[config.mk]
export PLATFORM = sky130hd
export DESIGN_NAME = fetch_unit
export DESIGN_NICKNAME = d
export VERILOG_FILES = /design/src/rtl/fetch_unit.sv
export SDC_FILE = /design/constraint.sdc
export NUM_CORES = 1
export LEC_CHECK = 0
export CAP_MARGIN = 20
export CORE_MARGIN = 3
export CORE_UTILIZATION = 35
export DETAILED_ROUTE_END_ITERATION = 10
export PLACE_DENSITY_LB_ADDON = 0.1
export SLEW_MARGIN = 10
export SYNTH_ARGS = -nofsm -noshare
export SYNTH_HDL_FRONTEND = slang
export SYNTH_SLANG_ARGS = --single-unit
[constraint.sdc]
create_clock -name clk -period 4.2 [get_ports clk]
set_input_delay 0.84 -clock clk [delete_from_list [all_inputs] [get_ports clk]]
set_output_delay 0.84 -clock clk [all_outputs]
set_load 0.03 [all_outputs]
[src/rtl/fetch_unit.sv]
// Instruction fetch stage: PC, single-outstanding imem req/ack, IR with valid/ready to decode.
// Optional misaligned-redirect trap enabled by FETCH_MISALIGN_TRAP_EN.
//
//   state    | meaning
//   ---------+----------------------------------------------------------
//   ST_RST   | just out of reset, next cycle issues the first request
//   ST_REQ   | request to addr_q outstanding, waiting for ack
//   ST_HOLD  | ir_o/pc_o valid, waiting for decode to accept
//   ST_DRAIN | discarding an in-flight request after a redirect
//   ST_FAULT | misaligned redirect seen, fetch stopped until reset
module fetch_unit #(
    parameter logic [31:0] RESET_PC = 32'h0000_0000
) (
    input  logic        clk,
    input  logic        reset,
    output logic        imem_req_o,
    output logic [31:0] imem_addr_o,
    input  logic        imem_ack_i,
    input  logic [31:0] imem_data_i,
    output logic [31:0] ir_o,
    output logic [31:0] pc_o,
    output logic        ir_valid_o,
    input  logic        ir_ready_i,
    input  logic        redirect_i,
    input  logic [31:0] redirect_pc_i
`ifdef FETCH_MISALIGN_TRAP_EN
    ,
    output logic        fault_o
`endif
);

    typedef enum logic [2:0] {
        ST_RST,
        ST_REQ,
        ST_HOLD,
        ST_DRAIN,
        ST_FAULT
    } state_t;

    state_t      state_q, state_d;
    logic [31:0] pc_q, pc_d;
    logic        req_q, req_d;
    logic [31:0] addr_q, addr_d;
    logic [31:0] ir_q, ir_d;
    logic [31:0] ir_pc_q, ir_pc_d;
    logic        valid_q, valid_d;

    logic        ack;
    logic        redir_ok;
    logic        redir_bad;
    logic        fault_pend;
    logic [31:0] target;

`ifdef FETCH_MISALIGN_TRAP_EN
    logic fault_q, fault_d;
    assign fault_pend = fault_q;
    assign redir_ok   = redirect_i & ~fault_q;
    assign redir_bad  = redir_ok & (redirect_pc_i[1:0] != 2'b00);
`else
    assign fault_pend = 1'b0;
    assign redir_ok   = redirect_i;
    assign redir_bad  = 1'b0;
`endif

    assign ack    = req_q & imem_ack_i;
    assign target = redirect_pc_i & ~32'h0000_0003;

    always_comb begin
        state_d = state_q;
        pc_d    = pc_q;
        req_d   = req_q;
        addr_d  = addr_q;
        ir_d    = ir_q;
        ir_pc_d = ir_pc_q;
        valid_d = valid_q;
`ifdef FETCH_MISALIGN_TRAP_EN
        fault_d = fault_q;
`endif

        case (state_q)
            ST_RST: begin
                state_d = ST_REQ;
                req_d   = 1'b1;
                addr_d  = pc_q;
            end
            ST_REQ: begin
                if (ack) begin
                    ir_d    = imem_data_i;
                    ir_pc_d = pc_q;
                    pc_d    = pc_q + 32'd4;
                    valid_d = 1'b1;
                    req_d   = 1'b0;
                    state_d = ST_HOLD;
                end
            end
            ST_HOLD: begin
                if (ir_ready_i) begin
                    valid_d = 1'b0;
                    req_d   = 1'b1;
                    addr_d  = pc_q;
                    state_d = ST_REQ;
                end
            end
            ST_DRAIN: begin
                if (ack) begin
                    if (fault_pend) begin
                        req_d   = 1'b0;
                        state_d = ST_FAULT;
                    end else begin
                        req_d   = 1'b1;
                        addr_d  = pc_q;
                        state_d = ST_REQ;
                    end
                end
            end
            default: begin
                req_d = 1'b0;
            end
        endcase

        // Redirect overrides everything; an unacked request must still complete.
        if (redir_ok) begin
            pc_d    = target;
            valid_d = 1'b0;
            ir_d    = ir_q;
            ir_pc_d = ir_pc_q;
            if ((state_q == ST_REQ || state_q == ST_DRAIN) && !ack) begin
                state_d = ST_DRAIN;
                req_d   = 1'b1;
                addr_d  = addr_q;
            end else begin
                state_d = ST_REQ;
                req_d   = 1'b1;
                addr_d  = target;
            end
            if (redir_bad) begin
`ifdef FETCH_MISALIGN_TRAP_EN
                fault_d = 1'b1;
`endif
                if (state_d == ST_REQ) begin
                    state_d = ST_FAULT;
                    req_d   = 1'b0;
                    addr_d  = addr_q;
                end
            end
        end
    end

    always_ff @(posedge clk) begin
        if (reset) begin
            state_q <= ST_RST;
            pc_q    <= RESET_PC;
            req_q   <= 1'b0;
            addr_q  <= RESET_PC;
            ir_q    <= 32'd0;
            ir_pc_q <= 32'd0;
            valid_q <= 1'b0;
`ifdef FETCH_MISALIGN_TRAP_EN
            fault_q <= 1'b0;
`endif
        end else begin
            state_q <= state_d;
            pc_q    <= pc_d;
            req_q   <= req_d;
            addr_q  <= addr_d;
            ir_q    <= ir_d;
            ir_pc_q <= ir_pc_d;
            valid_q <= valid_d;
`ifdef FETCH_MISALIGN_TRAP_EN
            fault_q <= fault_d;
`endif
        end
    end

    assign imem_req_o  = req_q;
    assign imem_addr_o = addr_q;
    assign ir_o        = ir_q;
    assign pc_o        = ir_pc_q;
    assign ir_valid_o  = valid_q;
`ifdef FETCH_MISALIGN_TRAP_EN
    assign fault_o     = fault_q;
`endif

endmodule

==> flow_summary.yaml <==
outcome:
  outcome: "completed"
worst_setup_path:
  worst_r2r_path_depth: 4
  worst_setup_path_end_kind: "flip-flop"
  timing.critical_path.required_ns: 4.52
  timing.reg2reg.setup_slack_ns: 1.85
  rr_startpoint: "pc_q[10]"
  critical_path_arrival_ns: 3.05
  worst_setup_path_start_kind: "input port"
  r2r_end: "pc_q[25]"
  worst-path-max-fanout: 6
  setup.worst_path.class: "input port to flip-flop"
layout:
  antennaDiodeCount: 0
  finalCoreUtilization: 0.5124
  fin_nets: 886
  layout-drive-gt1-share: 0.05790
  layout.cells.most_common_list: "158 x nand2_1, 158 x clkdlybuf4s50_1, 126 x dfxtp_1, 75 x a21oi_1, 55 x nor2_1"
  filler_cell_count: 1478
  areaGrowthSynthToFinish_pct: 42.42
clocking:
  clkTransAtPathRegs_ns: 0.05
  clock-sinks: 126
  cts-buffers-inserted: 17
  clock_tree.root_cell: "clkbuf_16"
  cts_htree_levels: 4
  worstSkewPairLatency_ns: 0.42
  post-cts-setup-buffers: 0
  cts.hold.buffers_added: 0
  post_cts_resize_count: 0
  cts.path.max_buffers: 2
  clock_tree_from_tritoncts: "built"
logic_synthesis:
  mappedNetlistArea_mm2: 0.005510
  yosys_register_bits: 126
  yosys.cell_types.count: 50
  postSynth.topFlopCell: "dfxtp_1"
  syn-instance-count: 687
  ys_warn_count: 0
  post_synth.cell_area_avg_um2: 8.021
  number_of_enable_flip_flop_cells_after_synthesis: 0
  async_flop_share: 0
  synth_sequential_area_ratio: 0.4578
detailed_routing:
  wl_per_cell_um: 15.74
  route.antenna.remaining_nets: 0
  route.final.wire_length_mm: 16.37
  via_per_inst: 5.199
  drc_errors: 0
  first_iter_violations: 365
  drt_pass1_iterations: 5
  route.vias.total: 5407
placed_design:
  post-dp-hpwl_mm: 11.07
  portBuffers: 160
  place_congestion: 0.8264
pwr:
  p_switching_mw: 0.8156
  p_leak_nw: 2.742
  seq_power_share: 0.406
  pwr-share-clk: 0.471
  combinational_group_share_of_total_power: 0.123
  p_per_area_mw_per_mm2: 413.0
  p_sw_frac: 0.2517
  totalPowerFinal_mw: 3.241
  internal_power_mw: 2.425
  vdd_drop_max_mv: 0.2853
global_route:
  grt.busiest_layer: "met2"
  grt-ovfl-total: 0
  global_route.usage.total: 0.1879
  groute.layer.met2.usage: 0.2923
  use_met3: 0.07580
  met1_usage_in_global_routing: 0.2292
  maximum_number_of_pins_on_one_net_before_global_route_repair: 103
  grt_antenna_before_repair: 1
  first_pass_grt_wire_length_mm: 26.50
  first_global_vias: 5285
sta:
  min_period_over_period: 0.6493
  grt_setup_unrepaired: "no"
  hold_viol_final: 0
  whs_ns: 0.4534
  final.min_clock_period_ns: 2.727
  slew_violations: 0
  slew_headroom: 0.3260
  setup_tns_ns: 0
  worst_pin_slew_ns: 1.011
  skew_ns: 0.008824
  maxClockFrequency_mhz: 366.7
  final_setup_violation_count: 0
floorplan:
  design.die.area_mm2: 0.01729
  die-height_um: 131.5
  floorplan.core_area_mm2: 0.01531
  floorplan.io_pins: 167
  placement_rows: 45
  initial_core_util: 0.3598
  die_w_um: 131.5
flow_run:
  drv.max_cap_violation_count: 0
min_path:
  holdPathEnd: "ir_o[25]"
  min_delay_path_depth: 2
  worst_hold_path_type: "flip-flop to flip-flop"
  min_from: "ir_o[25]"
## Yosys cell counts (2+ instances only)
| cell | n | area (µm²) |
|---|---|---|
| a2111oi_0 | 9 | 78.83 |
| a211o_1 | 2 | 17.52 |
| a211oi_1 | 26 | 195.2 |
| a21oi_1 | 75 | 375.4 |
| a311oi_1 | 23 | 201.4 |
| and2_1 | 5 | 31.28 |
| and3_1 | 7 | 43.79 |
| and4_1 | 10 | 87.58 |
| buf_1 | 4 | 15.01 |
| buf_2 | 3 | 15.01 |
| buf_4 | 5 | 37.54 |
| clkbuf_1 | 47 | 176.4 |
| dfxtp_1 | 126 | 2522 |
| inv_1 | 10 | 37.54 |
| mux2i_1 | 15 | 150.1 |
| nand2_1 | 159 | 596.8 |
| nand2b_1 | 2 | 12.51 |
| nand3_1 | 14 | 70.07 |
| nand3b_1 | 2 | 15.01 |
| nand4_1 | 8 | 50.05 |
| nor2_1 | 56 | 210.2 |
| nor2b_1 | 5 | 31.28 |
| nor3_1 | 10 | 50.05 |
| nor3b_1 | 3 | 22.52 |
| nor4_1 | 5 | 31.28 |
| o211ai_1 | 3 | 22.52 |
| o21ai_0 | 9 | 45.04 |
| o31ai_1 | 4 | 30.03 |
| or3_1 | 8 | 50.05 |
| or4_1 | 7 | 52.55 |
| xnor2_1 | 4 | 35.03 |
| xor2_1 | 3 | 26.28 |
## worst max-delay path, stage by stage
cell and delay [ns]:
clkdlybuf4s50_1 0.61, nand4b_4 0.19, or4_4 0.62, or4_1 0.52, a311oi_1 0.26
## sequential cells by signal, summed over array words and instances (netlist names)
signal       cells
ir_o            32
imem_addr_o     30
pc_o            30
pc_q            30
state_q          2
imem_req_o       1
ir_valid_o       1
## power groups by stage
stage                     sequential, mW  combinational [mW]  clock (mW)
after floorplan                     1.39               0.168           0
after detailed placement            1.34               0.401           0
after global placement              1.34               0.396           0
after global routing                1.32               0.435        1.60
final                               1.32               0.400        1.53
after CTS                           1.32               0.403        1.55
## metal layers
metal | up-vias | share of wire
met5 | - | 0.00079
met4 | 2 | 0.026
met3 | 35 | 0.087
met2 | 199 | 0.46
met1 | 2489 | 0.43
li1 | 2682 | -
## final cells by class
cell class,count,area (µm²),area share
Clock buffer,21,480.5,0.06122
Clock inverter,11,137.6,0.01754
Inverter,11,41.29,0.005261
Multi-Input combinational cell,493,2730,0.3479
Sequential cell,126,2522,0.3214
Tap cell,211,264.0,0.03364
Timing Repair Buffer,167,1672,0.2130
## cell families after synthesis
| family | count (synthesis) | synth area share |
|---|---|---|
| mux | 16 | 0.02929 |
| xor+xnor | 7 | 0.01113 |
| compound gates | 158 | 0.1862 |
| fa+ha+maj | 1 | 0.002270 |
| buf+inv | 71 | 0.05381 |
| simple gates | 307 | 0.2589 |
| other cells | 1 | 0.0006805 |
| flops | 126 | 0.4578 |
## per-stage QoR
| stage | cells | instance area [µm²] | worst slack [ns] |
|---|---|---|---|
| 3_5_place_dp | 1008 | 7229 | 1.032 |
| 2_1_floorplan | 690 | 5522 | 1.860 |
| 4_1_cts | 1040 | 7848 | 1.466 |
| 3_3_place_gp | 1008 | 7229 | 1.106 |
| 6_report | 1040 | 7848 | 1.473 |
| 5_1_grt | 1040 | 7848 | 1.377 |
## how the worst max path moves through the flow
stage | start | end | slack (ns)
final | imem_ack_i | pc_q[25] | 1.47
after detailed placement | imem_ack_i | pc_q[25] | 1.03
after CTS | imem_ack_i | pc_q[25] | 1.47
after global routing | imem_ack_i | pc_q[12] | 1.38
after floorplan | imem_ack_i | pc_q[25] | 1.86
after global placement | imem_ack_i | pc_q[25] | 1.11
Note: power is estimated with default switching activity, not from simulation.
